<file path="src/rtl/bp_pht_pkg.sv">
// Shared definitions for the pattern history table write-side controller.
// Holds the controller state encoding, the default initialisation value and
// the saturating counter helpers used for training read-modify-writes.
package bp_pht_pkg;

  typedef enum logic {
    INIT = 1'b0,
    RUN  = 1'b1
  } pht_state_e;

  // 1 = weakly not-taken for a 2-bit counter
  localparam int unsigned PHT_INIT_DFLT = 1;

  // Counters up to 32 bits wide; w selects the live width.
  function automatic logic [31:0] sat_inc(input logic [31:0] v, input int unsigned w);
    logic [31:0] mx;
    mx = (w >= 32) ? '1 : ((32'd1 << w) - 32'd1);
    return (v >= mx) ? mx : (v + 32'd1);
  endfunction

  function automatic logic [31:0] sat_dec(input logic [31:0] v);
    return (v == '0) ? '0 : (v - 32'd1);
  endfunction

endpackage

</file>
<file path="src/rtl/bp_pht_ctrl.sv">
// Write-side controller for the PHT. After reset or a clear it walks the
// table writing p_init to one entry per cycle (INIT); afterwards it performs
// one training read-modify-write per cycle (RUN).
// Ports:
//   clk, reset            clock, synchronous active-high reset
//   upd_val/upd_rdy       training update handshake (upd_idx, upd_taken)
//   clr_val/clr_rdy       table re-initialise handshake
//   tbl_rdata             combinational read of entry tbl_widx
//   tbl_wen/widx/wdata    table write port
//   busy                  initialisation in progress
//   upd_count             updates accepted since last reset or clear
module bp_pht_ctrl
  import bp_pht_pkg::*;
#(
  parameter int unsigned p_entries = 16,
  parameter int unsigned p_nbits   = 2,
  parameter int unsigned p_init    = PHT_INIT_DFLT,
  parameter int unsigned p_cbits   = 16,
  localparam int unsigned IW       = (p_entries > 1) ? $clog2(p_entries) : 1
) (
  input  logic               clk,
  input  logic               reset,
  input  logic               upd_val,
  output logic               upd_rdy,
  input  logic [IW-1:0]      upd_idx,
  input  logic               upd_taken,
  input  logic               clr_val,
  output logic               clr_rdy,
  input  logic [p_nbits-1:0] tbl_rdata,
  output logic               tbl_wen,
  output logic [IW-1:0]      tbl_widx,
  output logic [p_nbits-1:0] tbl_wdata,
  output logic               busy,
  output logic [p_cbits-1:0] upd_count
);

  pht_state_e         state_q, state_d;
  logic [IW-1:0]      idx_q, idx_d;
  logic [p_cbits-1:0] cnt_q, cnt_d;
  logic [p_nbits-1:0] rmw;

  always_comb begin
    rmw = upd_taken ? p_nbits'(sat_inc(32'(tbl_rdata), p_nbits))
                    : p_nbits'(sat_dec(32'(tbl_rdata)));
    state_d   = state_q;
    idx_d     = idx_q;
    cnt_d     = cnt_q;
    upd_rdy   = 1'b0;
    clr_rdy   = 1'b0;
    tbl_wen   = 1'b0;
    tbl_widx  = '0;
    tbl_wdata = '0;
    busy      = 1'b0;
    unique case (state_q)
      INIT: begin
        tbl_wen   = 1'b1;
        tbl_widx  = idx_q;
        tbl_wdata = p_nbits'(p_init);
        busy      = 1'b1;
        idx_d     = idx_q + 1'b1;
        if (idx_q == IW'(p_entries - 1)) begin
          state_d = RUN;
          idx_d   = '0;
        end
      end
      RUN: begin
        upd_rdy   = 1'b1;
        clr_rdy   = 1'b1;
        tbl_widx  = upd_idx;
        tbl_wen   = upd_val;
        tbl_wdata = rmw;
        if (upd_val) begin
          cnt_d = cnt_q + 1'b1;
        end
        // A clear wins the counter even when an update fires alongside it;
        // the update's table write still happens this cycle.
        if (clr_val) begin
          state_d = INIT;
          idx_d   = '0;
          cnt_d   = '0;
        end
      end
      default: ;
    endcase
    // Outputs are held quiet while reset is asserted; busy reflects INIT.
    if (reset) begin
      upd_rdy   = 1'b0;
      clr_rdy   = 1'b0;
      tbl_wen   = 1'b0;
      tbl_widx  = '0;
      tbl_wdata = '0;
      busy      = 1'b1;
    end
  end

  always_ff @(posedge clk) begin
    if (reset) begin
      state_q <= INIT;
      idx_q   <= '0;
      cnt_q   <= '0;
    end else begin
      state_q <= state_d;
      idx_q   <= idx_d;
      cnt_q   <= cnt_d;
    end
  end

  assign upd_count = reset ? '0 : cnt_q;

endmodule

</file>
<file path="config.mk">
export PLATFORM = sky130hd
export DESIGN_NAME = bp_pht_ctrl
export DESIGN_NICKNAME = d
export VERILOG_FILES = /design/src/rtl/bp_pht_pkg.sv /design/src/rtl/bp_pht_ctrl.sv
export SDC_FILE = /design/constraint.sdc
export NUM_CORES = 1
export LEC_CHECK = 0
export ABC_CLOCK_PERIOD_IN_PS = 2300
export BUFFER_PORTS_ARGS = -buffer_cell sky130_fd_sc_hd__buf_2
export CAP_MARGIN = 20
export CELL_PAD_IN_SITES_DETAIL_PLACEMENT = 0
export CELL_PAD_IN_SITES_GLOBAL_PLACEMENT = 2
export CORE_MARGIN = 3
export CORE_UTILIZATION = 27
export DETAILED_ROUTE_END_ITERATION = 6
export PLACE_DENSITY = 0.87
export SYNTH_ARGS = -nofsm -noshare
export SYNTH_HDL_FRONTEND = slang
export SYNTH_SLANG_ARGS = --single-unit
</file>
<file path="constraint.sdc">
create_clock -name clk -period 2.3 [get_ports clk]
set_clock_uncertainty 0.05 [all_clocks]
set_input_delay 0.23 -clock clk [delete_from_list [all_inputs] [get_ports clk]]
set_output_delay 0.23 -clock clk [all_outputs]
set_load 0.01 [all_outputs]
</file>
# Word-level counts from Yosys, hierarchy flattened
# Index checks and enable logic that the tools add are counted.
totals:
  register_bits: 21
  output_inout_bits: 26
  wordCells: 36
classes:
  n_addsub: 4
  magnitude_cmp: 1
  eq_ne: 2
  mux: 22
  bitwise: 1
  n_reduce_logical: 3
ops:
  columns: ["operator", "count"]
  rows:
  - ["$mux 16", 3]
  - ["$add 16x1->16 const B", 1]
  - ["$pmux 4 s2", 2]
  - ["$mux 4", 3]
  - ["$mux 2", 4]
  - ["$mux 1", 7]
  - ["$add 4x1->4 const B", 1]
  - ["$eq 4x4->1 const B", 1]
  - ["$pmux 1 s2", 2]
  - ["$pmux 2 s2", 1]
  - ["$add 2x1->2 const B", 1]
  - ["$ge 2x2->1 const B", 1]
  - ["$logic_not 2->1", 1]
  - ["$ne 2x2->1 const B", 1]
  - ["$reduce_and 2->1", 1]
  - ["$reduce_bool 2->1", 1]
  - ["$sub 2x1->2 const B", 1]
  - ["$not 1->1", 1]

# Logic depth before layout (Yosys ltp)
# Gate-level depths: netlist of run 1.
depth:
  word_depth: 5
  mapped_depth: 5
  depth_no_buf: 5

# Least setup slack after synthesis of run 1
# OpenSTA, ideal clock, no wires.
synth_path:
  path_kind: "register -> register"
  start: "register cnt_q[0]"
  end: "register cnt_q[12]"
  setup_ns: 0.070
  t_arrival_ns: 1.591
  required_ns: 2.180
  slack_ns: 0.589
  path_stages_with_launch: 6
  path_buffers: 0
  synth_period_minus_slack_ns: 1.711
  cell_sequence: "dfxtp_1 ha_1 o211ai_1 or4_4 or3_1 a21oi_1"
synth_via:
  elab_chain_cells: 3
synth_lines:
  columns: ["element", "line", "source"]
  rows:
  - ["from (decl)", "bp_pht_ctrl.sv:39", "logic [p_cbits-1:0] cnt_q, cnt_d;"]
  - ["from (signal assigned)", "bp_pht_ctrl.sv:104", "cnt_q <= cnt_d;"]
  - ["$add 16x1->16", "bp_pht_ctrl.sv:73", "cnt_d = cnt_q + 1'b1;"]
  - ["$mux 16", "bp_pht_ctrl.sv:72", "if (upd_val) begin"]
  - ["$mux 16", "bp_pht_ctrl.sv:77", "if (clr_val) begin"]
# Every way passes these cells. The select of a mux whose other input is x is not followed.
# A chain may end at the register's enable or synchronous reset.

# Worst setup path after layout of run 1
layout_path:
  start: "register cnt_q[0]"
  end: "register cnt_q[14]"
# Same word-level chain as after synthesis.

==> results of run 1 <==
cell families (layout without fill, tap and decap cells):
group                      count (synthesis)  after routing  share of synthesized area (%)
xor gates and xnor gates                   8              8                           5.97
buffers and inverters                     13             47                           4.69
and+or+nand+nor                           71             71                           32.7
DFF                                       21             21                           35.8
muxes                                      4              4                           3.41
AOI/OAI and AO/OA                         32             32                           15.2
adders and majority gates                  2              2                           2.13
placed cells by master, fill, tap and decap left out, types with 4 or more instances in the layout:
cell     Yosys  layout
inv_1        5       5
nor2b_1     15      15
dfxtp_1     21      21
nor2_1      17      17
xnor2_1      5       5
o21ai_0     10      10
a21oi_1     16      16
or3_1        6       6
nand2_1     12      12
mux2i_1      4       4
buf_2        2      36
critical path: stages (launching register included):
cell and delay (ns):
dfxtp_1 0.41, ha_1 0.22, o211ai_1 0.21, or4_4 0.48, or3_1 0.31, a21oi_1 0.14
cell type report:
cell class	count	area [um2]	share of cell area, %
Tap cell	50	62.6	4.34
Multi-Input combinational cell	117	698	48.5
Timing Repair Buffer	38	195	13.6
Clock buffer	4	45.0	3.13
Sequential cell	21	420	29.2
Inverter	5	18.8	1.30
flip-flops by register name, summed over array words and instances, names as in the netlist:
signal   cells
state_q      1
cnt_q       16
idx_q        4
metal layers:
layer  vias to the layer above  share of wire [%]  GRT usage (%)
met5                         -                  0              0
met4                         0                1.4           5.01
met3                         4                4.6           1.94
met2                        20                 45           16.1
met1                       492                 49           15.8
li1                        587                  -              -
through the flow:
stage	hold slack, ns	total power, mW	util, %
floorplan	0.404	0.415	-
global placement	0.425	0.438	34.1
detailed placement	0.429	0.438	34.1
CTS	0.308	0.681	35.2
global route	0.352	0.701	35.2
finish	0.316	0.672	35.2
power by group through the flow:
| stage | combinational, mW | sequential, mW | clock [mW] |
|---|---|---|---|
| final | 0.0545 | 0.374 | 0.244 |
| after CTS | 0.0554 | 0.374 | 0.252 |
| after global routing | 0.0639 | 0.375 | 0.262 |
| after floorplan | 0.0339 | 0.381 | 0 |
| after global placement | 0.0557 | 0.382 | 0 |
| after detailed placement | 0.0551 | 0.383 | 0 |
worst paths after layout:
path | endpoint | slack, ns | cells past startpoint
max reg2reg | cnt_q[14] | 0.41 | 5
min | idx_q[0] | 0.32 | 3
min reg2reg | cnt_q[15] | 0.43 | 2
max | cnt_q[14] | 0.41 | 5
==> impl_metrics.toml, run 1 <==
[route]
vias = 1103
first_iter_violations = 32
dr.pass1.iters = 4
wl_per_cell_um = 11.4
drc = 0
final_antenna_net_count = 0
routed_via_density = 4.69
drt-total-wl_mm = 2.67

[run]
cap_violations = 0

[clocking]
cts_setup_buffers = 0
clock_latency_ns = 0.26
cts_buffer_depth = 2
path_clk_slew_ns = 0.08
cts.repair.resized = 0
cts-htree-levels = 1
cts_buffers = 3
cts-root-buf = "clkbuf_8"
cts_tree = "done"
cts_sinks = 21
cts_hold_buf = 0

[grt]
grt_max_degree = 24
grt_first_pass_wirelength_mm = 4.66
antenna_found_initial = 0
grt.overflow.total = 0
grt_pass1_vias = 1024
grt.total_usage_pct = 11.0

[final_layout]
nets = 199
fillCellCount = 454
layoutNonFillerInstCount = 235
drive_above_1_share_pct = 23.2
syn_to_final_growth_pct = 22.7
design_area_um2 = 1440
num_antenna_cells = 0

[floorplanning]
dieHeight_um = 71.9
dieArea_um2 = 5170
initial_core_util_pct = 28.7
dieWidth_um = 71.9
io_pins = 37
num_rows = 23
core_area_um2 = 4090

[yosys]
seq_area_frac_synth_pct = 35.8
synth_most_common_cell = "dfxtp_1"
syn_nets = 164
mappedNetlistArea_um2 = 1170
synth_cells = 151
async_reset_ff_share_pct = 0
synth_seq_cells = 21
synth_top_cell_area_share_pct = 35.8
dominantRegCellSynth = "dfxtp_1"
synth_top_cell_by_area = "dfxtp_1"
synth_area_leaders = "dfxtp_1 (36%), nor2b_1 (8.0%), a21oi_1 (6.8%), nor2_1 (5.4%), o21ai_0 (4.3%)"
synth_common_cells = "dfxtp_1 (21), nor2_1 (17), a21oi_1 (16), nor2b_1 (15), nand2_1 (12)"
syn_avg_cell_area_um2 = 7.77
yosysWarnings = 0
synth_edf_count = 0
synth_cell_types = 31

[power]
p_int_mw = 0.514
leakagePower_nw = 0.593
pwr-share-clk_pct = 36.3
ir_worst_vdd_v = 0.000174
p_comb_share_pct = 8.1
swShare_pct = 23.5
power_density_nw_per_um2 = 467
power_frac_seq_pct = 55.6
p_switching_mw = 0.158

[timing]
rsz0062_at_grt = "no"
slew_headroom_pct = 67.7
postLayoutSetupSlackWorst_ns = 0.408
worstMarginPinSlew_ns = 0.485
fmax_mhz = 529
hold_viol_final = 0
min_period_ns = 1.89
slew_viol_final = 0
fin_crit_sh_pct = 82.3
setup-tns-final_ns = 0
setup_violations = 0

[placement]
io_buffers = 36
dp_cells = 231
post-place-ws_ns = 0.434
postPlaceCellArea_um2 = 1400
hpwl_mm = 1.94
routabilityCongestion = 0.677

[critical_path]
cp-startpoint = "cnt_q[0]"
cp.required_ns = 2.44
startpoint_type = "register"
worstReg2RegStart = "cnt_q[0]"
critPathKind = "register to register"
worst-path-max-fanout = 7
crit_arrival_ns = 2.03
critPathCaptureType = "register"

[status]
outcome = "finished clean"

[worst_hold_path]
min_from = "clr_val"
hold_class = "input pin to register"
(Power assumes the default switching activity.)
==> run 2: changes to the inputs <==
--- a/config.mk
+++ b/config.mk
@@ -5,15 +5,15 @@
 export SDC_FILE = /design/constraint.sdc
 export NUM_CORES = 1
 export LEC_CHECK = 0
-export ABC_CLOCK_PERIOD_IN_PS = 2300
+export ABC_CLOCK_PERIOD_IN_PS = 1700
 export BUFFER_PORTS_ARGS = -buffer_cell sky130_fd_sc_hd__buf_2
 export CAP_MARGIN = 20
 export CELL_PAD_IN_SITES_DETAIL_PLACEMENT = 0
 export CELL_PAD_IN_SITES_GLOBAL_PLACEMENT = 2
 export CORE_MARGIN = 3
-export CORE_UTILIZATION = 27
+export CORE_UTILIZATION = 25
 export DETAILED_ROUTE_END_ITERATION = 6
-export PLACE_DENSITY = 0.87
+export PLACE_DENSITY = 0.85
 export SYNTH_ARGS = -nofsm -noshare
 export SYNTH_HDL_FRONTEND = slang
 export SYNTH_SLANG_ARGS = --single-unit
==> constraint.sdc (replaced) <==
create_clock -name clk -period 1.7 [get_ports clk]
set_clock_uncertainty 0.05 [all_clocks]
set_input_delay 0.17 -clock clk [delete_from_list [all_inputs] [get_ports clk]]
set_output_delay 0.17 -clock clk [all_outputs]
set_load 0.01 [all_outputs]
==> run 2 against run 1 <==
Sequential cell count unchanged. Largest cell class unchanged. Clock power rose by 33%. Fmax increased by 18%. Via count grew 6.3%. Worst hold slack got worse by 0.11 ns. Critical path depth did not move.
==> impl_metrics.toml, run 2 (synthesis results as in run 1) <==
[floorplanning]
io_pins = 37
num_rows = 24
core_area_um2 = 4440
dieHeight_um = 74.5
dieArea_um2 = 5550
initial_core_util_pct = 26.4
dieWidth_um = 74.5

[status]
outcome = "finished clean"

[placement]
hpwl_mm = 2.13
post-place-ws_ns = 0.0733
postPlaceCellArea_um2 = 1510
io_buffers = 36
routabilityCongestion = 0.764

[grt]
grt.total_usage_pct = 10.7
grt_max_degree = 18
grt_pass1_vias = 1045
grt.overflow.total = 0
grt_first_pass_wirelength_mm = 4.61
antenna_found_initial = 0

[final_layout]
drive_above_1_share_pct = 30.7
largest_reg_flops = 16
num_antenna_cells = 0
nets = 213
largest_registers = "cnt_q: 16 flops, idx_q: 4 flops, state_q: 1 flops"
design_area_um2 = 1560
final_cell_mix = "buf_2 (36), dfxtp_1 (18), nor2_1 (17), a21oi_1 (16), buf_4 (16)"
final_common_cell = "buf_2"
syn_to_final_growth_pct = 33.3
top_register = "cnt_q"

[clocking]
cts.repair.resized = 0
clock_latency_ns = 0.26
cts_tree = "done"
cts_setup_buffers = 0
path_clk_slew_ns = 0.08
cts_buffer_depth = 2
cts_buffers = 3
cts_hold_buf = 0
cts_sinks = 21
cts-htree-levels = 1
cts-root-buf = "clkbuf_8"

[power]
power_mw = 0.905
ir_worst_vdd_v = 0.000329
leakagePower_nw = 0.663
power_density_nw_per_um2 = 579

[route]
drc = 0
wl_per_cell_um = 11.2
final_antenna_net_count = 0
drt-total-wl_mm = 2.81
dr.pass1.iters = 4
first_iter_violations = 46
routed_via_density = 4.67
vias = 1172

[critical_path]
crit_arrival_ns = 1.75
slowest_delay_ns = 0.45
crit_path_cell_trace = "ha_4 > o211ai_1 > or4_4 > or3_1 > a21oi_1"
cp.required_ns = 1.85
worst-path-max-fanout = 4
crit_buf_inv = 0
crit_family = "simple AND/OR/NAND/NOR gates"
cp_slowest_cell = "or4_4"
critPathCaptureType = "register"
startpoint_type = "register"
critPathKind = "register to register"

[timing]
worstMarginPinSlew_ns = 0.358
postLayoutSetupSlackWorst_ns = 0.0976
setup_violations = 0
hold_viol_final = 0
fin_crit_sh_pct = 94.3
rsz0062_at_grt = "no"
hold_slack_ns = 0.205
slew_viol_final = 0
min_period_ns = 1.60
slew_headroom_pct = 75.9
fmax_mhz = 624
setup-tns-final_ns = 0

[run]
cap_violations = 0

[worst_hold_path]
hold_class = "input pin to register"
==> run 2: worst paths after layout <==
kind	start	end	slack, ns	cells after the start
worst max register to register	cnt_q[1]	cnt_q[14]	0.1	5
worst max-delay path	cnt_q[1]	cnt_q[14]	0.1	5
worst min-delay path	reset	cnt_q[0]	0.20	2
worst min register to register	cnt_q[15]	cnt_q[15]	0.44	2
==> run 2: per-layer routing <==
metal,share of wire [%],global-route usage [%]
met1,48,13.3
met2,47,17.8
met3,4.4,3.24
met4,0.96,2.96
met5,0,0
==> run 2: layout make-up <==
| class | count | area [um2] |
|---|---|---|
| well taps | 52 | 65.1 |
| repair buffers | 52 | 300 |
| fillers | 493 | 2880 |
| clock buffers | 4 | 45.0 |
| multi-input cells | 117 | 711 |
| inverters | 5 | 18.8 |
| flip-flops and latches | 21 | 424 |
==> run 2: stage by stage <==
step,cells,util (%)
floorplan,151,-
global placement,247,33.9
global route,251,35.2
CTS,251,34.9
detailed placement,247,33.9
finish,251,35.2
==> run 2: power breakdown <==
part	switching (mW)	total, mW	internal [mW]
clock	0.158	0.325	0.167
sequential	0.00752	0.505	0.498
combinational	0.0431	0.0751	0.0319
==> run 3: changes to the inputs <==
--- a/config.mk
+++ b/config.mk
@@ -5,15 +5,16 @@
 export SDC_FILE = /design/constraint.sdc
 export NUM_CORES = 1
 export LEC_CHECK = 0
+export ABC_AREA = 1
 export ABC_CLOCK_PERIOD_IN_PS = 1700
 export BUFFER_PORTS_ARGS = -buffer_cell sky130_fd_sc_hd__buf_2
 export CAP_MARGIN = 20
 export CELL_PAD_IN_SITES_DETAIL_PLACEMENT = 0
 export CELL_PAD_IN_SITES_GLOBAL_PLACEMENT = 2
 export CORE_MARGIN = 3
-export CORE_UTILIZATION = 25
+export CORE_UTILIZATION = 23
 export DETAILED_ROUTE_END_ITERATION = 6
-export PLACE_DENSITY = 0.85
+export PLACE_DENSITY = 0.84
 export SYNTH_ARGS = -nofsm -noshare
 export SYNTH_HDL_FRONTEND = slang
 export SYNTH_SLANG_ARGS = --single-unit
==> run 3 against run 2 <==
Non-clock buffer count shrank 14. Sequential cell count is the same. Fmax grew 4.5%. Global-route usage shrank 0.25 points. Combinational power shrank 5.6%. Critical path type is now register to output port.
==> impl_metrics.toml, run 3 <==
[final_layout]
syn_to_final_growth_pct = 24.2
layoutNonFillerInstCount = 315
final_common_cell = "nand2_1"
largest_registers = "cnt_q: 16 flops, idx_q: 4 flops, state_q: 1 flops"
top_register = "cnt_q"
largest_reg_flops = 16
drive_above_1_share_pct = 21.2
utilization_pct = 30.0
num_antenna_cells = 0
nets = 259
final_cell_mix = "nand2_1 (49), nor2_1 (47), buf_2 (36), inv_1 (32), dfxtp_1 (20)"

[yosys]
synth_cell_types = 22
syn_avg_cell_area_um2 = 6.05
async_reset_ff_share_pct = 0
synth_cells = 208
syn_nets = 221
synth_common_cells = "nand2_1 (49), nor2_1 (48), inv_1 (32), dfxtp_1 (21), a21oi_1 (17)"
seq_area_frac_synth_pct = 33.4
synth_most_common_cell = "nand2_1"
yosysWarnings = 0
dominantRegCellSynth = "dfxtp_1"
mappedNetlistArea_um2 = 1260
synth_area_leaders = "dfxtp_1 (33%), nand2_1 (15%), nor2_1 (14%), inv_1 (9.5%), a21oi_1 (6.8%)"
synth_edf_count = 0
synth_seq_cells = 21
synth_top_cell_area_share_pct = 33.4
synth_top_cell_by_area = "dfxtp_1"

[timing]
worstMarginPinSlew_ns = 0.292
fmax_mhz = 652
rsz0062_at_grt = "no"
hold_viol_final = 0
slew_headroom_pct = 80.5
slew_viol_final = 0
setup-tns-final_ns = 0
min_period_ns = 1.53
fin_crit_sh_pct = 90.2
setup_violations = 0
postLayoutSetupSlackWorst_ns = 0.166

[clocking]
cts_setup_buffers = 0
cts-htree-levels = 1
cts_buffers = 3
cts-root-buf = "clkbuf_8"
cts_tree = "done"
cts_sinks = 21
cts_buffer_depth = 2
clock_latency_ns = 0.26
path_clk_slew_ns = 0.08

[route]
wl_per_cell_um = 10.1
dr.pass1.iters = 5
drc = 0
first_iter_violations = 78
final_antenna_net_count = 0
drt-total-wl_mm = 3.17
routed_via_density = 4.19
vias = 1319

[critical_path]
slowest_delay_ns = 0.35
cp.required_ns = 1.48
startpoint_type = "register"
critPathKind = "register to output port"
critPathCaptureType = "output port"
crit_arrival_ns = 1.31
crit_family = "buffers and inverters"
crit_buf_inv = 3
crit_path_cell_trace = "inv_1 > buf_4 > o21ai_0 > a21oi_1 > buf_2"
cp_slowest_cell = "dfxtp_2"
worst-path-max-fanout = 7

[placement]
hpwl_mm = 2.51
post-place-ws_ns = 0.268
routabilityCongestion = 0.776
io_buffers = 36
dp_cells = 311

[floorplanning]
io_pins = 37
num_rows = 26
dieArea_um2 = 6400
core_area_um2 = 5200
initial_core_util_pct = 24.2
dieHeight_um = 80.0
dieWidth_um = 80.0

[grt]
grt.overflow.total = 0
grt.total_usage_pct = 10.4
grt_max_degree = 22
grt_first_pass_wirelength_mm = 5.38
antenna_found_initial = 0
grt_pass1_vias = 1256

[worst_hold_path]
hold_class = "input pin to register"

[power]
ir_worst_vdd_v = 0.000254
power_density_nw_per_um2 = 578
leakagePower_nw = 0.722
power_mw = 0.904

[status]
outcome = "finished clean"

[run]
cap_violations = 0
## run 3: worst paths after layout
kind	start	end	slack [ns]	cells past startpoint
max reg2reg	cnt_q[1]	cnt_q[14]	0.26	8
max	state_q	tbl_widx[2]	0.17	5
min	upd_val	cnt_q[0]	0.22	5
min reg2reg	idx_q[3]	idx_q[3]	0.44	2
## run 3: layer usage
layer	routed length, um	share of wire [%]	vias up	track usage [%]
li1	-	-	714	-
met1	1520	48	582	12.5
met2	1500	47	21	18.5
met3	124	3.9	2	2.71
met4	31	0.98	0	2.03
met5	0	0	-	0
## run 3: what timing repair did
item / in CTS / in global routing
hold buffers: 0 / 0
resized for setup: 0 / 2
endpoints found under the setup margin: 0 / 2
## run 3: layout make-up
type	count	area, um2
clock buffers	4	45.0
fillers	607	3640
inverters	33	124
multi-input cells	149	689
flip-flops and latches	21	422
well taps	70	87.6
repair buffers	38	195
## run 3: tightest hold or removal path, cell delays in order
cell     delay (ns)
buf_2          0.10
inv_1          0.06
nor2_1         0.06
nand3_1        0.06
nand2_1        0.04
## run 3: metrics by stage
step	hold slack [ns]	cell area [um2]
2_1_floorplan	0.335	1260
3_3_place_gp	0.427	1510
3_5_place_dp	0.434	1510
4_1_cts	0.225	1560
5_1_grt	0.250	1560
6_report	0.223	1560
## run 3: power breakdown
part | total, mW | internal [mW] | switching, mW
registers | 0.503 | 0.498 | 0.00583
clock network | 0.329 | 0.167 | 0.162
logic | 0.0709 | 0.0277 | 0.0432
## run 3: cell families after synthesis
family | share of synthesized area, %
AO/OA/AOI/OAI | 10.6
XOR/XNOR | 0.696
adder cells (fa/ha/maj) | 1.99
buffers and inverters | 12.0
flip-flops | 33.4
AND/OR/NAND/NOR | 41.3
